File: src/rtl/matmul_engine_pkg.sv
// rtl/matmul_engine_pkg.sv - shared state encodings and default dimensions for matmul_engine
// Purpose: FSM state type and default matrix/element sizes used by the
//          matmul_engine top level and its matmul_mac accumulator.
// Ports:   none (package).
package matmul_engine_pkg;

  typedef enum logic [2:0] {
    ST_IDLE  = 3'd0,
    ST_FETCH = 3'd1,
    ST_MAC   = 3'd2,
    ST_WRITE = 3'd3,
    ST_DONE  = 3'd4
  } state_e;

  localparam int DEF_ROW   = 2;
  localparam int DEF_INNER = 2;
  localparam int DEF_COL   = 2;
  localparam int DEF_DW    = 8;
  localparam int DEF_RW    = 16;

endpackage

File: src/rtl/matmul_engine_mac.sv
// rtl/matmul_engine_mac.sv - RW-bit multiply-accumulate register with sync clear and enable
// Purpose: acc <= acc + a*b (unsigned, modulo 2^RW) when en_i; clr_i zeroes acc.
// Ports:
//   clk, rst   clock and synchronous active-high reset
//   clr_i      clear accumulator (wins over en_i)
//   en_i       accumulate a_i*b_i this cycle
//   a_i, b_i   DW-bit unsigned operands
//   acc_o      RW-bit accumulator value
module matmul_mac #(
  parameter int DW = 8,
  parameter int RW = 16
) (
  input  logic          clk,
  input  logic          rst,
  input  logic          clr_i,
  input  logic          en_i,
  input  logic [DW-1:0] a_i,
  input  logic [DW-1:0] b_i,
  output logic [RW-1:0] acc_o
);

  logic [2*DW-1:0] prod;
  logic [RW-1:0]   prod_ext;
  logic [RW-1:0]   acc_q;

  assign prod = a_i * b_i;
  // Full-width product is resized to the accumulator width; the sum wraps.
  assign prod_ext = RW'(prod);

  always_ff @(posedge clk) begin
    if (rst) begin
      acc_q <= '0;
    end else if (clr_i) begin
      acc_q <= '0;
    end else if (en_i) begin
      acc_q <= acc_q + prod_ext;
    end
  end

  assign acc_o = acc_q;

endmodule

File: src/rtl/matmul_engine.sv
// rtl/matmul_engine.sv - sequential R = A x B engine writing results into R memory
// Purpose: on a rising edge of start (while idle) walks i/j/k, reads one A and
//          one B element per FETCH, accumulates in MAC, writes each R element
//          row-major, then pulses done once.
// Ports:
//   clk, rst                           clock, synchronous active-high reset
//   start                              level request, rising edge starts a run
//   read_A, read_address_A, data_A     A memory read port (data one cycle later)
//   read_B, read_address_B, data_B     B memory read port (data one cycle later)
//   write_R, write_address_R,
//   write_value_R                      R memory write port
//   busy                               high while a run is in progress
//   done                               one-cycle pulse after the last R write
module matmul_engine
  import matmul_engine_pkg::*;
#(
  parameter int ROW   = DEF_ROW,
  parameter int INNER = DEF_INNER,
  parameter int COL   = DEF_COL,
  parameter int DW    = DEF_DW,
  parameter int RW    = DEF_RW
) (
  input  logic          clk,
  input  logic          rst,
  input  logic          start,
  output logic          read_A,
  output logic [31:0]   read_address_A,
  input  logic [DW-1:0] data_A,
  output logic          read_B,
  output logic [31:0]   read_address_B,
  input  logic [DW-1:0] data_B,
  output logic          write_R,
  output logic [31:0]   write_address_R,
  output logic [RW-1:0] write_value_R,
  output logic          busy,
  output logic          done
);

  state_e state_q, state_d;
  logic [31:0] i_q, i_d, j_q, j_d, k_q, k_d;
  logic        start_q, start_prev_q;
  logic        start_edge;
  logic        acc_clr, acc_en;
  logic [RW-1:0] acc;

  logic [31:0] addr_a_cur, addr_b_cur, addr_r_cur;
  logic [31:0] addr_a_hold_q, addr_b_hold_q, addr_r_hold_q;
  logic [RW-1:0] wval_hold_q;

  // start is registered twice so the edge is seen one cycle after sampling;
  // this sets the run latency (start sampled at cycle 0, first FETCH at cycle 1).
  assign start_edge = start_q & ~start_prev_q;

  assign addr_a_cur = i_q * 32'(INNER) + k_q;
  assign addr_b_cur = k_q * 32'(COL) + j_q;
  assign addr_r_cur = i_q * 32'(COL) + j_q;

  matmul_mac #(.DW(DW), .RW(RW)) u_mac (
    .clk   (clk),
    .rst   (rst),
    .clr_i (acc_clr),
    .en_i  (acc_en),
    .a_i   (data_A),
    .b_i   (data_B),
    .acc_o (acc)
  );

  always_ff @(posedge clk) begin
    if (rst) begin
      state_q       <= ST_IDLE;
      i_q           <= '0;
      j_q           <= '0;
      k_q           <= '0;
      start_q       <= 1'b0;
      start_prev_q  <= 1'b0;
      addr_a_hold_q <= '0;
      addr_b_hold_q <= '0;
      addr_r_hold_q <= '0;
      wval_hold_q   <= '0;
    end else begin
      state_q      <= state_d;
      i_q          <= i_d;
      j_q          <= j_d;
      k_q          <= k_d;
      start_q      <= start;
      start_prev_q <= start_q;
      if (state_q == ST_FETCH) begin
        addr_a_hold_q <= addr_a_cur;
        addr_b_hold_q <= addr_b_cur;
      end
      if (state_q == ST_WRITE) begin
        addr_r_hold_q <= addr_r_cur;
        wval_hold_q   <= acc;
      end
    end
  end

  always_comb begin
    state_d = state_q;
    i_d     = i_q;
    j_d     = j_q;
    k_d     = k_q;
    acc_clr = 1'b0;
    acc_en  = 1'b0;
    read_A  = 1'b0;
    read_B  = 1'b0;
    write_R = 1'b0;
    done    = 1'b0;
    unique case (state_q)
      ST_IDLE: begin
        if (start_edge) begin
          state_d = ST_FETCH;
          i_d     = '0;
          j_d     = '0;
          k_d     = '0;
          acc_clr = 1'b1;
        end
      end
      ST_FETCH: begin
        read_A  = 1'b1;
        read_B  = 1'b1;
        state_d = ST_MAC;
      end
      ST_MAC: begin
        acc_en = 1'b1;
        if (k_q == 32'(INNER - 1)) begin
          state_d = ST_WRITE;
        end else begin
          k_d     = k_q + 32'd1;
          state_d = ST_FETCH;
        end
      end
      ST_WRITE: begin
        write_R = 1'b1;
        acc_clr = 1'b1;
        k_d     = '0;
        if (j_q < 32'(COL - 1)) begin
          j_d     = j_q + 32'd1;
          state_d = ST_FETCH;
        end else if (i_q < 32'(ROW - 1)) begin
          j_d     = '0;
          i_d     = i_q + 32'd1;
          state_d = ST_FETCH;
        end else begin
          state_d = ST_DONE;
        end
      end
      ST_DONE: begin
        done    = 1'b1;
        state_d = ST_IDLE;
      end
      default: state_d = ST_IDLE;
    endcase
  end

  // Addresses/value follow the counters during their strobe and hold otherwise.
  assign read_address_A  = (state_q == ST_FETCH) ? addr_a_cur : addr_a_hold_q;
  assign read_address_B  = (state_q == ST_FETCH) ? addr_b_cur : addr_b_hold_q;
  assign write_address_R = (state_q == ST_WRITE) ? addr_r_cur : addr_r_hold_q;
  assign write_value_R   = (state_q == ST_WRITE) ? acc : wval_hold_q;
  assign busy            = (state_q != ST_IDLE);

endmodule

File: config.mk
export PLATFORM = sky130hd
export DESIGN_NAME = matmul_engine
export DESIGN_NICKNAME = d
export VERILOG_FILES = /design/src/rtl/matmul_engine_pkg.sv /design/src/rtl/matmul_engine_mac.sv /design/src/rtl/matmul_engine.sv
export SDC_FILE = /design/constraint.sdc
export NUM_CORES = 1
export LEC_CHECK = 0
export ABC_CLOCK_PERIOD_IN_PS = 5600
export CORE_MARGIN = 1
export CORE_UTILIZATION = 45
export DETAILED_ROUTE_END_ITERATION = 16
export SETUP_SLACK_MARGIN = 0.1
export SLEW_MARGIN = 20
export SYNTH_ARGS = -nofsm -noshare
export SYNTH_HDL_FRONTEND = slang
export SYNTH_SLANG_ARGS = --single-unit
File: constraint.sdc
create_clock -name clk -period 5.6 [get_ports clk]
set_input_delay 0.84 -clock clk [delete_from_list [all_inputs] [get_ports clk]]
set_output_delay 0.84 -clock clk [all_outputs]
set_load 0.02 [all_outputs]
Word-level counts from Yosys, hierarchy flattened. Cells that the tools add are included.

Logic and storage cells: 65. Input bits: 19. Output and inout bits: 117. Bits in registers: 229.

Eq/ne operators: 10. Multipliers: 1. Bitwise operators: 2. Mux-type cells: 24. Reduce and logical (&&, ||, !) cells: 8. Order comparisons: 2. Add/sub/neg operators: 7.

Operators with widths (number): 32-bit two-way mux (9); 32-bit case mux with 2 select lines (2); 32-bit by 1-bit adder with 32-bit output, second input constant (3); 32-bit adder (3); 32-bit case mux with 3 select lines (1); 32-bit by 1-bit < comparator with 1-bit output, second input constant (2); 32-bit by 1-bit equality test with 1-bit output, second input constant (1); 16-bit adder (1); 8-bit by 8-bit multiplier with 16-bit output (1); 16-bit two-way mux (1); 3-bit case mux with 4 select lines (1); 3-bit two-way mux (3); 3-bit by 2-bit equality test with 1-bit output, second input constant (2); 2-bit inequality test, second input constant (3); 3-bit AND reduction (2); 3-bit nonzero test (2); 1-bit two-way mux (5); 4-bit AND reduction (1); 3-bit by 1-bit equality test with 1-bit output, second input constant (1); 3-bit equality test, second input constant (1); 3-bit logical NOT (1); 3-bit by 1-bit inequality test with 1-bit output, second input constant (1); 2-bit two-way mux (1); 2-bit by 1-bit inequality test with 1-bit output, second input constant (1); other kinds (5) (5).

Longest topological paths before layout. Gate-level depths: netlist (run 1).

Word-level depth: 5. Mapped depth: 21. Gate-level depth less buffers: 20.

Modules after synthesis. A second synthesis (run 1) with hierarchy kept.

Cells, all modules: 1974. Area total of the unflattened synthesis: 15860.2 um2.

Modules (own cells, without submodules): matmul_engine (sequential area each 4264.1 um2, area an instance 12718.4 um2, cells each 1606, times used 1); matmul_mac (sequential area each 320.3 um2, area an instance 3141.8 um2, cells each 368, times used 1).

Least setup slack after synthesis (run 1). No wires, ideal clock.

Path type: input-to-reg. From: input data_A[5]. To: register u_mac.acc_q[15], in the netlist u_mac.acc_o[15]. Arrival time: 5157 ps. Buffers on the path: 1. Setup time: 70 ps. Slack: 373 ps. Stages: 18. Data required time: 5530 ps. Cell sequence: clkbuf_1 nand2_1 fa_1 inv_1 fa_1 fa_1 inv_1 fa_1 inv_1 ha_1 or3_1 o21ai_0 a21oi_1 a41o_1 o41ai_1 xor2_1 or3_1 a21oi_1.

Word-level cells in the longest chain between the ends: 2.

Ends and longest elaborated chain: start: declaration (RTL line matmul_engine.sv:28) `input logic [DW-1:0] data_A,`; 8-bit by 8-bit multiplier with 16-bit output (RTL line matmul_engine_mac.sv:26) `assign prod = a_i * b_i;`; 16-bit adder (RTL line matmul_engine_mac.sv:36) `acc_q <= acc_q + prod_ext;`; end signal: assignment (RTL line matmul_engine_mac.sv:36); end: declaration (RTL line matmul_engine_mac.sv:24) `logic [RW-1:0] acc_q;`.

No other way between the ends. A chain may end at the register's enable or synchronous reset.

Final worst setup path (run 1).
From: register j_q[14]. To: output read_address_B[23].

Word-level cells in the longest chain between the ends: 2.

Ends and longest elaborated chain: start: declaration (RTL line matmul_engine.sv:40) `logic [31:0] i_q, i_d, j_q, j_d, k_q, k_d;`; start signal: assignment (RTL line matmul_engine.sv:83) `j_q <= j_d;`; 32-bit adder (RTL line matmul_engine.sv:55) `assign addr_b_cur = k_q * 32'(COL) + j_q;`; 32-bit two-way mux; end: declaration (RTL line matmul_engine.sv:30) `output logic [31:0] read_address_B,`.

No other way between the ends.

==> out/qor.log, run 1 <==
qor: setup_path.cp_data_arrival_time 4.50 ns
qor: power.cellLeakagePower 8.442 nW
qor: place.dp_hpwl 37420 µm
qor: place.placement.io_buffers 135
qor: timing.worst_slew_pin_slew 1.027 ns
qor: route.vias_per_cell 5.589
qor: floorplan.core_area 0.03557 mm²
qor: floorplan.ios 136
qor: grt.grt_max_degree 72
qor: timing.worst_slew_margin_rel 0.3055
qor: clock_tree.cts_tree yes
qor: clock_tree.cts_post_setup_buffers_inserted 0
qor: place.place.detailed.instances 2624
qor: yosys.synth_edf_count 0
qor: floorplan.die_w 192.1 µm
qor: power.clock_power_share 0.412
qor: yosys.synth-async-reset-ratio 0
qor: grt.via_count_of_the_first_global_routing_pass 14570
qor: power.cellInternalPower 3.166 mW
qor: final_layout.syn_to_final_growth 18.16%
qor: power.p_switching 1.260 mW
qor: clock_tree.cts-htree-levels 1
qor: route.detail_route.iter0.violations 787
qor: route.post-route-drc-count 0
qor: clock_tree.clock_latency 0.56 ns
qor: route.ant_nets 0
qor: power.power_switching_share 0.2847
qor: final_layout.fillers 3464
qor: route.route.vias.total 14940
qor: clock_tree.cts_sinks 229
qor: yosys.synth.avg_cell_area 7.918 µm²
qor: floorplan.dieHeight 192.1 µm
qor: yosys.synth-seq-area-share 0.2819
qor: final_layout.final_instance_area 0.01922 mm²
qor: yosys.synthesis.instances 2054
qor: hold_path.hp-class flip-flop to flip-flop
qor: grt.globalRouteTotalUtil 0.2621
qor: place.gp_congestion 0.9060
qor: clock_tree.clock_root_buffer sky130_fd_sc_hd__clkbuf_16
qor: floorplan.initial_core_util 0.4573
qor: yosys.yosysUniqueCellTypes 76
qor: final_layout.final_util 0.5403
qor: final_layout.multi_input_area 0.01092 mm²
qor: clock_tree.ctsHoldBuffers 0
qor: setup_path.timing.critical_path.to_type primary output
qor: timing.setup_repair_after_global_routing_missed_its_margin false
qor: yosys.synthesis.area 0.01626 mm²
qor: final_layout.area_occupied_by_registers 0.004584 mm²
qor: clock_tree.post_cts_resize_count 0
qor: grt.grt.overflow.total 0
qor: clock_tree.clk_transition_reported_paths 0.06 ns
qor: route.drt_pre_antenna_iters 5
qor: power.peakVddDrop 0.0002344 V
qor: status.status completed
qor: timing.worst_hold_slack 0.4529 ns
qor: floorplan.fp-row-count 69
qor: place.post_dp_cell_area 0.01827 mm²
qor: timing.report.final.slew_viol_count 0
qor: clock_tree.number_of_buffers_inserted_during_clock_tree_synthesis 27
qor: timing.timing.final.hold_violations 0
qor: power.power.share.combinational 0.214
qor: final_layout.final-instance-count-excl-fill 2673
qor: clock_tree.clock_path_buffers 3
qor: power.power-per-cell-area 230.3 mW/mm²
qor: timing.post-route-worst-setup-slack 0.2601 ns
qor: yosys.yosys_most_used_dff sky130_fd_sc_hd__dfxtp_1
qor: yosys.synth_warnings 0
qor: job.drv.max_cap_violation_count 0
qor: route.detail_route.wirelength 48070 µm
qor: yosys.syn-num-nets 2257
qor: grt.grt_pass1_wl 76490 µm
qor: setup_path.critPathKind flip-flop to primary output
qor: timing.setup_total_negative_slack 0 ns
qor: timing.finalSetupViolations 0
qor: power.total_power 4.427 mW
qor: floorplan.floorplan.die_area 0.03691 mm²
qor: route.routedWlPerCell 17.99 µm
qor: final_layout.final_layout_size_suffix_gt1_frac 0.05967
qor: timing.shortest_clock_period_the_worst_path_allows_after_layout 5.340 ns
qor: yosys.ys_seq_elements 229
qor: setup_path.cp_data_required_time 4.76 ns
qor: final_layout.fin_nets 2395
qor: timing.finalCritPeriodShare 0.9536
qor: timing.max_clock_freq 187.3 MHz
qor: setup_path.critical_path.max_fanout 8
qor: place.dp_worst_setup_slack -0.2677 ns
qor: grt.initial_antenna_violation_count 0
qor: final_layout.n_antenna_cell 0
qor: setup_path.critical_path.startpoint_type flip-flop
qor: power.power.sequential.fraction 0.374
qor: timing.final.setup_skew 0.02355 ns
-- cells in the mapped netlist (all sizes together) (4+ instances only) --
cell	instances	area, µm²
nand2	292	1096
dfxtp	229	4584
nor2	166	625.6
a21oi	153	765.7
inv	136	510.5
ha	131	1639
and2	115	719.4
o21ai	97	489.2
clkbuf	62	232.7
nand3	58	302.8
xor2	55	481.7
fa	53	1061
xnor2	53	464.2
a21o	51	382.9
a31oi	40	256.5
nor3	34	170.2
o21a	32	240.2
and3	28	175.2
nand4	28	175.2
nor4	25	177.7
nor2b	16	100.1
or3	16	100.1
o31ai	15	112.6
a211oi	13	97.59
buf	12	51.30
o21bai	12	90.09
a41oi	11	96.34
mux2	10	112.6
mux2i	10	100.1
and4	9	81.33
o211ai	9	67.56
or2	9	56.30
nor3b	8	70.06
nand2b	7	43.79
o41ai	7	76.32
a2111oi	4	60.06
a211o	4	35.03
nand3b	4	33.78
nor4b	4	35.03
o22ai	4	25.02
or4	4	30.03
-- path summary, 6_finish.rpt --
kind	startpoint	endpoint	slack, ns	depth (start not counted)
hold reg to reg	u_mac.acc_o[9]$_SDFFE_PP0P_	u_mac.acc_o[9]$_SDFFE_PP0P_	0.45	2
setup / recovery	j_q[14]$_SDFFE_PP0P_	read_address_B[23]	0.26	11
setup reg to reg	u_mac.acc_o[6]$_SDFFE_PP0P_	u_mac.acc_o[14]$_SDFFE_PP0P_	0.98	17
hold / removal	u_mac.acc_o[9]$_SDFFE_PP0P_	u_mac.acc_o[9]$_SDFFE_PP0P_	0.45	2
-- power by group through the flow --
stage	logic, mW	registers (mW)	clock network [mW]
after floorplan	0.623	1.68	0
after global placement	0.924	1.69	0
after detailed placement	0.935	1.69	0
after CTS	0.944	1.65	1.86
after global routing	1.08	1.66	1.93
final	0.947	1.65	1.82
-- state kept, by name (all words and copies together) (netlist names), 16 cells and up --
name           count
j_q               32
k_q               32
i_q               32
addr_b_hold_q     32
addr_a_hold_q     32
wval_hold_q       16
addr_r_hold_q     32
u_mac.acc_o       16
-- layout make-up --
type                       count  area share
sequential                   229      0.2386
inverter                     138     0.02695
multi-input combinational   1613      0.5681
timing repair buffer         183     0.08894
clock inverter                11    0.007553
tap                          461     0.03001
clock buffer                  38     0.03991
-- layer usage --
metal | track usage | vias up | share of wire
met3 | 0.03344 | 77 | 0.042
met4 | 0.09843 | 0 | 0.037
met2 | 0.4733 | 347 | 0.49
met1 | 0.3146 | 7096 | 0.43
li1 | - | 7420 | -
met5 | 0 | - | 0
-- cell families after synthesis --
kind of cell	count (synthesis)	share of synthesized area
buffers and inverters	212	0.04931
AO/OA/AOI/OAI	476	0.1851
adder cells (fa/ha/maj)	184	0.1660
flip-flops	229	0.2819
AND/OR/NAND/NOR	825	0.2465
multiplexers	20	0.01308
XOR/XNOR	108	0.05816
-- worst max-delay path, cell delays in order, from the launching register on --
cell                              delay (ns)
sky130_fd_sc_hd__dfxtp_1                0.53
sky130_fd_sc_hd__ha_1                   0.35
sky130_fd_sc_hd__a21o_1                 0.17
sky130_fd_sc_hd__a21o_1                 0.18
sky130_fd_sc_hd__a2111oi_0              0.69
sky130_fd_sc_hd__o22ai_1                0.19
sky130_fd_sc_hd__a31oi_1                0.32
sky130_fd_sc_hd__o221ai_1               0.20
sky130_fd_sc_hd__a21oi_1                0.20
sky130_fd_sc_hd__mux2i_1                0.45
sky130_fd_sc_hd__nand2_1                0.11
sky130_fd_sc_hd__clkdlybuf4s50_1        0.55
-- placed cells by master, fill, tap and decap left out, types with 27 or more instances in the layout --
cell / instances
sky130_fd_sc_hd__inv_1: 136
sky130_fd_sc_hd__clkbuf_16: 27
sky130_fd_sc_hd__a21oi_1: 152
sky130_fd_sc_hd__and3_1: 28
sky130_fd_sc_hd__ha_1: 131
sky130_fd_sc_hd__xnor2_1: 53
sky130_fd_sc_hd__nor3_1: 34
sky130_fd_sc_hd__nand2_1: 291
sky130_fd_sc_hd__o21a_1: 32
sky130_fd_sc_hd__o21ai_0: 94
sky130_fd_sc_hd__fa_1: 53
sky130_fd_sc_hd__dfxtp_1: 229
sky130_fd_sc_hd__nor2_1: 165
sky130_fd_sc_hd__nand4_1: 28
sky130_fd_sc_hd__a21o_1: 51
sky130_fd_sc_hd__nand3_1: 57
sky130_fd_sc_hd__xor2_1: 55
sky130_fd_sc_hd__a31oi_1: 38
sky130_fd_sc_hd__and2_1: 115
sky130_fd_sc_hd__buf_4: 48
sky130_fd_sc_hd__clkdlybuf4s50_1: 133
No activity file was read; power rests on OpenSTA's default activity.
==> run 2, diff against run 1 <==
- ABC_CLOCK_PERIOD_IN_PS: 5600 -> 4500
- CORE_UTILIZATION: 45 -> 40
- SKIP_LAST_GASP: default -> 1
- clock period: 5.6 -> 4.5 ns (I/O delays scaled with it)
==> run 2 against run 1 <==
  * Sequential cell count unchanged
  * Sequential power up 24%
  * Power grew 25%
  * Global-route usage shrank 2.4 points
  * Largest power group unchanged
  * Largest cell class unchanged
  * Combinational power increased by 38%
==> out/qor.log, run 2 (synthesis results as in run 1) <==
qor: grt.globalRouteTotalUtil 0.2379
qor: timing.worst_slew_pin_slew 0.8503 ns
qor: floorplan.die_w 203.6 µm
qor: clock_tree.clock_root_buffer sky130_fd_sc_hd__clkbuf_16
qor: place.gp_congestion 0.8882
qor: clock_tree.clk_transition_reported_paths 0.06 ns
qor: setup_path.critPathKind input port to flip-flop
qor: final_layout.fin_nets 2458
qor: route.routedWlPerCell 17.56 µm
qor: power.power-per-cell-area 274.6 mW/mm²
qor: status.status completed
qor: clock_tree.cts-htree-levels 1
qor: setup_path.critical_path.max_stage_delay 0.58 ns
qor: clock_tree.number_of_buffers_inserted_during_clock_tree_synthesis 28
qor: timing.final.setup_skew 0.01464 ns
qor: power.cellLeakagePower 9.170 nW
qor: clock_tree.ctsHoldBuffers 0
qor: setup_path.critical_path.most_common_cell sky130_fd_sc_hd__fa_1
qor: route.route.vias.total 15190
qor: final_layout.mostFrequentLayoutCell sky130_fd_sc_hd__nand2_1
qor: timing.report.final.slew_viol_count 0
qor: final_layout.fillers 3910
qor: setup_path.worstPathCellList buf_2, and2_4, fa_1, fa_1, fa_1, inv_2, fa_1, inv_2, ha_4, or3_1, o21ai_2, a21oi_2, a41o_1, o41ai_2, xor2_1, or3_4, a21oi_2
qor: floorplan.ios 136
qor: timing.finalSetupViolations 0
qor: setup_path.critical_path.max_fanout 4
qor: timing.setup_repair_after_global_routing_missed_its_margin true
qor: clock_tree.clock_latency 0.56 ns
qor: route.ant_nets 0
qor: timing.finalCritPeriodShare 0.9935
qor: place.placement.io_buffers 135
qor: final_layout.syn_to_final_growth 23.49%
qor: floorplan.core_area 0.03991 mm²
qor: setup_path.timing.critical_path.to_type flip-flop
qor: setup_path.cp_data_required_time 4.98 ns
qor: grt.grt_max_degree 81
qor: timing.worst_slew_margin_rel 0.4331
qor: setup_path.cp_data_arrival_time 4.95 ns
qor: clock_tree.clock_path_buffers 3
qor: route.detail_route.wirelength 49120 µm
qor: place.place.detailed.instances 2734
qor: timing.max_clock_freq 223.7 MHz
qor: route.drt_pre_antenna_iters 6
qor: final_layout.top_library_cells_by_usage_in_the_layout_fill_and_taps_aside sky130_fd_sc_hd__nand2_1, sky130_fd_sc_hd__dfxtp_1, sky130_fd_sc_hd__nor2_1, sky130_fd_sc_hd__a21oi_1, sky130_fd_sc_hd__inv_1
qor: final_layout.final_layout_size_suffix_gt1_frac 0.1426
qor: clock_tree.cts_sinks 229
qor: job.drv.max_cap_violation_count 0
qor: final_layout.final_util 0.5032
qor: timing.timing.final.hold_violations 0
qor: place.dp_hpwl 38290 µm
qor: route.vias_per_cell 5.428
qor: timing.worst_hold_slack 0.4513 ns
qor: hold_path.hp-class flip-flop to flip-flop
qor: floorplan.floorplan.die_area 0.04147 mm²
qor: setup_path.critPathBufInv 3
qor: final_layout.final-instance-count-excl-fill 2798
qor: setup_path.cp_slowest_cell sky130_fd_sc_hd__fa_1
qor: route.post-route-drc-count 0
qor: floorplan.initial_core_util 0.4075
qor: timing.shortest_clock_period_the_worst_path_allows_after_layout 4.471 ns
qor: grt.grt.overflow.total 0
qor: clock_tree.cts_tree yes
qor: setup_path.critPathTopFamily adder cells
qor: timing.setup_total_negative_slack 0 ns
qor: grt.grt_pass1_wl 79090 µm
qor: floorplan.fp-row-count 73
qor: route.detail_route.iter0.violations 898
qor: power.peakVddDrop 0.0002748 V
qor: grt.via_count_of_the_first_global_routing_pass 14790
qor: floorplan.dieHeight 203.6 µm
qor: grt.initial_antenna_violation_count 0
qor: setup_path.critical_path.startpoint_type input port
[run 2: changes by cell type in the layout (fill, tap and decap cells not counted), moves of 15 or more]
cell | before | now
sky130_fd_sc_hd__dfxtp_2 | 0 | 15
sky130_fd_sc_hd__dlygate4sd2_1 | 0 | 26
sky130_fd_sc_hd__clkdlybuf4s50_1 | 133 | 67
sky130_fd_sc_hd__buf_4 | 48 | 109
sky130_fd_sc_hd__ha_1 | 131 | 116
sky130_fd_sc_hd__dfxtp_1 | 229 | 213
[run 2: worst reg2reg max path, stage by stage, from the launching register on]
cell and delay [ns]:
sky130_fd_sc_hd__dfxtp_1 0.33, sky130_fd_sc_hd__inv_2 0.07, sky130_fd_sc_hd__fa_1 0.53, sky130_fd_sc_hd__inv_1 0.05, sky130_fd_sc_hd__fa_1 0.45, sky130_fd_sc_hd__ha_1 0.29, sky130_fd_sc_hd__inv_1 0.04, sky130_fd_sc_hd__fa_1 0.49
sky130_fd_sc_hd__inv_2 0.05, sky130_fd_sc_hd__ha_4 0.24, sky130_fd_sc_hd__nor2b_1 0.13, sky130_fd_sc_hd__o21a_1 0.19, sky130_fd_sc_hd__o21ai_2 0.18, sky130_fd_sc_hd__a21oi_2 0.09, sky130_fd_sc_hd__a41o_1 0.20, sky130_fd_sc_hd__o41ai_2 0.36
sky130_fd_sc_hd__xor2_1 0.13, sky130_fd_sc_hd__or3_4 0.35, sky130_fd_sc_hd__a21oi_2 0.14
[run 2: per-stage QoR]
stage	cell area, µm²	power, mW	setup slack [ns]
floorplan	16410	2.950	-0.2522
global placement	18790	3.341	-0.9979
detailed placement	18790	3.354	-1.064
CTS	19900	5.553	-0.1110
global route	20080	5.843	-0.1827
finish	20090	5.515	0.02913
[run 2: metal layers]
metal,global-route usage,part of all wire
met3,0.02525,0.040
met4,0.06310,0.029
met2,0.4178,0.49
met1,0.3076,0.44
met5,0,0
[run 2: timing repair]
| action | 4_1_cts | 5_1_grt |
|---|---|---|
| hold endpoints to repair | 0 | 0 |
| buffers inserted | 13 | 3 |
| pin swaps | 62 | 26 |
| endpoints found under the setup margin | 56 | 58 |
| resized for setup | 185 | 91 |
[run 2: power by group]
group	internal (mW)	total (mW)	leakage, nW	switching, mW
registers	2.04	2.05	1.85	0.0123
logic	0.625	1.31	6.89	0.680
clock network	1.27	2.15	0.423	0.882
[run 2: worst paths after layout]
path	slack [ns]	cells after the start	end	start
worst max-delay path	0.03	17	u_mac.acc_o[15]$_SDFFE_PP0P_	data_A[2]
worst max register to register	0.11	18	u_mac.acc_o[15]$_SDFFE_PP0P_	u_mac.acc_o[5]$_SDFFE_PP0P_
worst min register to register	0.45	2	u_mac.acc_o[1]$_SDFFE_PP0P_	u_mac.acc_o[1]$_SDFFE_PP0P_
worst min-delay path	0.45	2	u_mac.acc_o[1]$_SDFFE_PP0P_	u_mac.acc_o[1]$_SDFFE_PP0P_
[run 2: area by class of cell]
type	instances	area [µm²]	share of cell area
Timing Repair Buffer	245	2117	0.1054
Tap cell	525	656.9	0.03270
Clock buffer	41	800.8	0.03987
Antenna cell	1	2.502	0.0001246
Multi-Input combinational cell	1613	11320	0.5638
Sequential cell	229	4607	0.2294
Inverter	138	521.8	0.02598
Clock inverter	6	55.05	0.002741
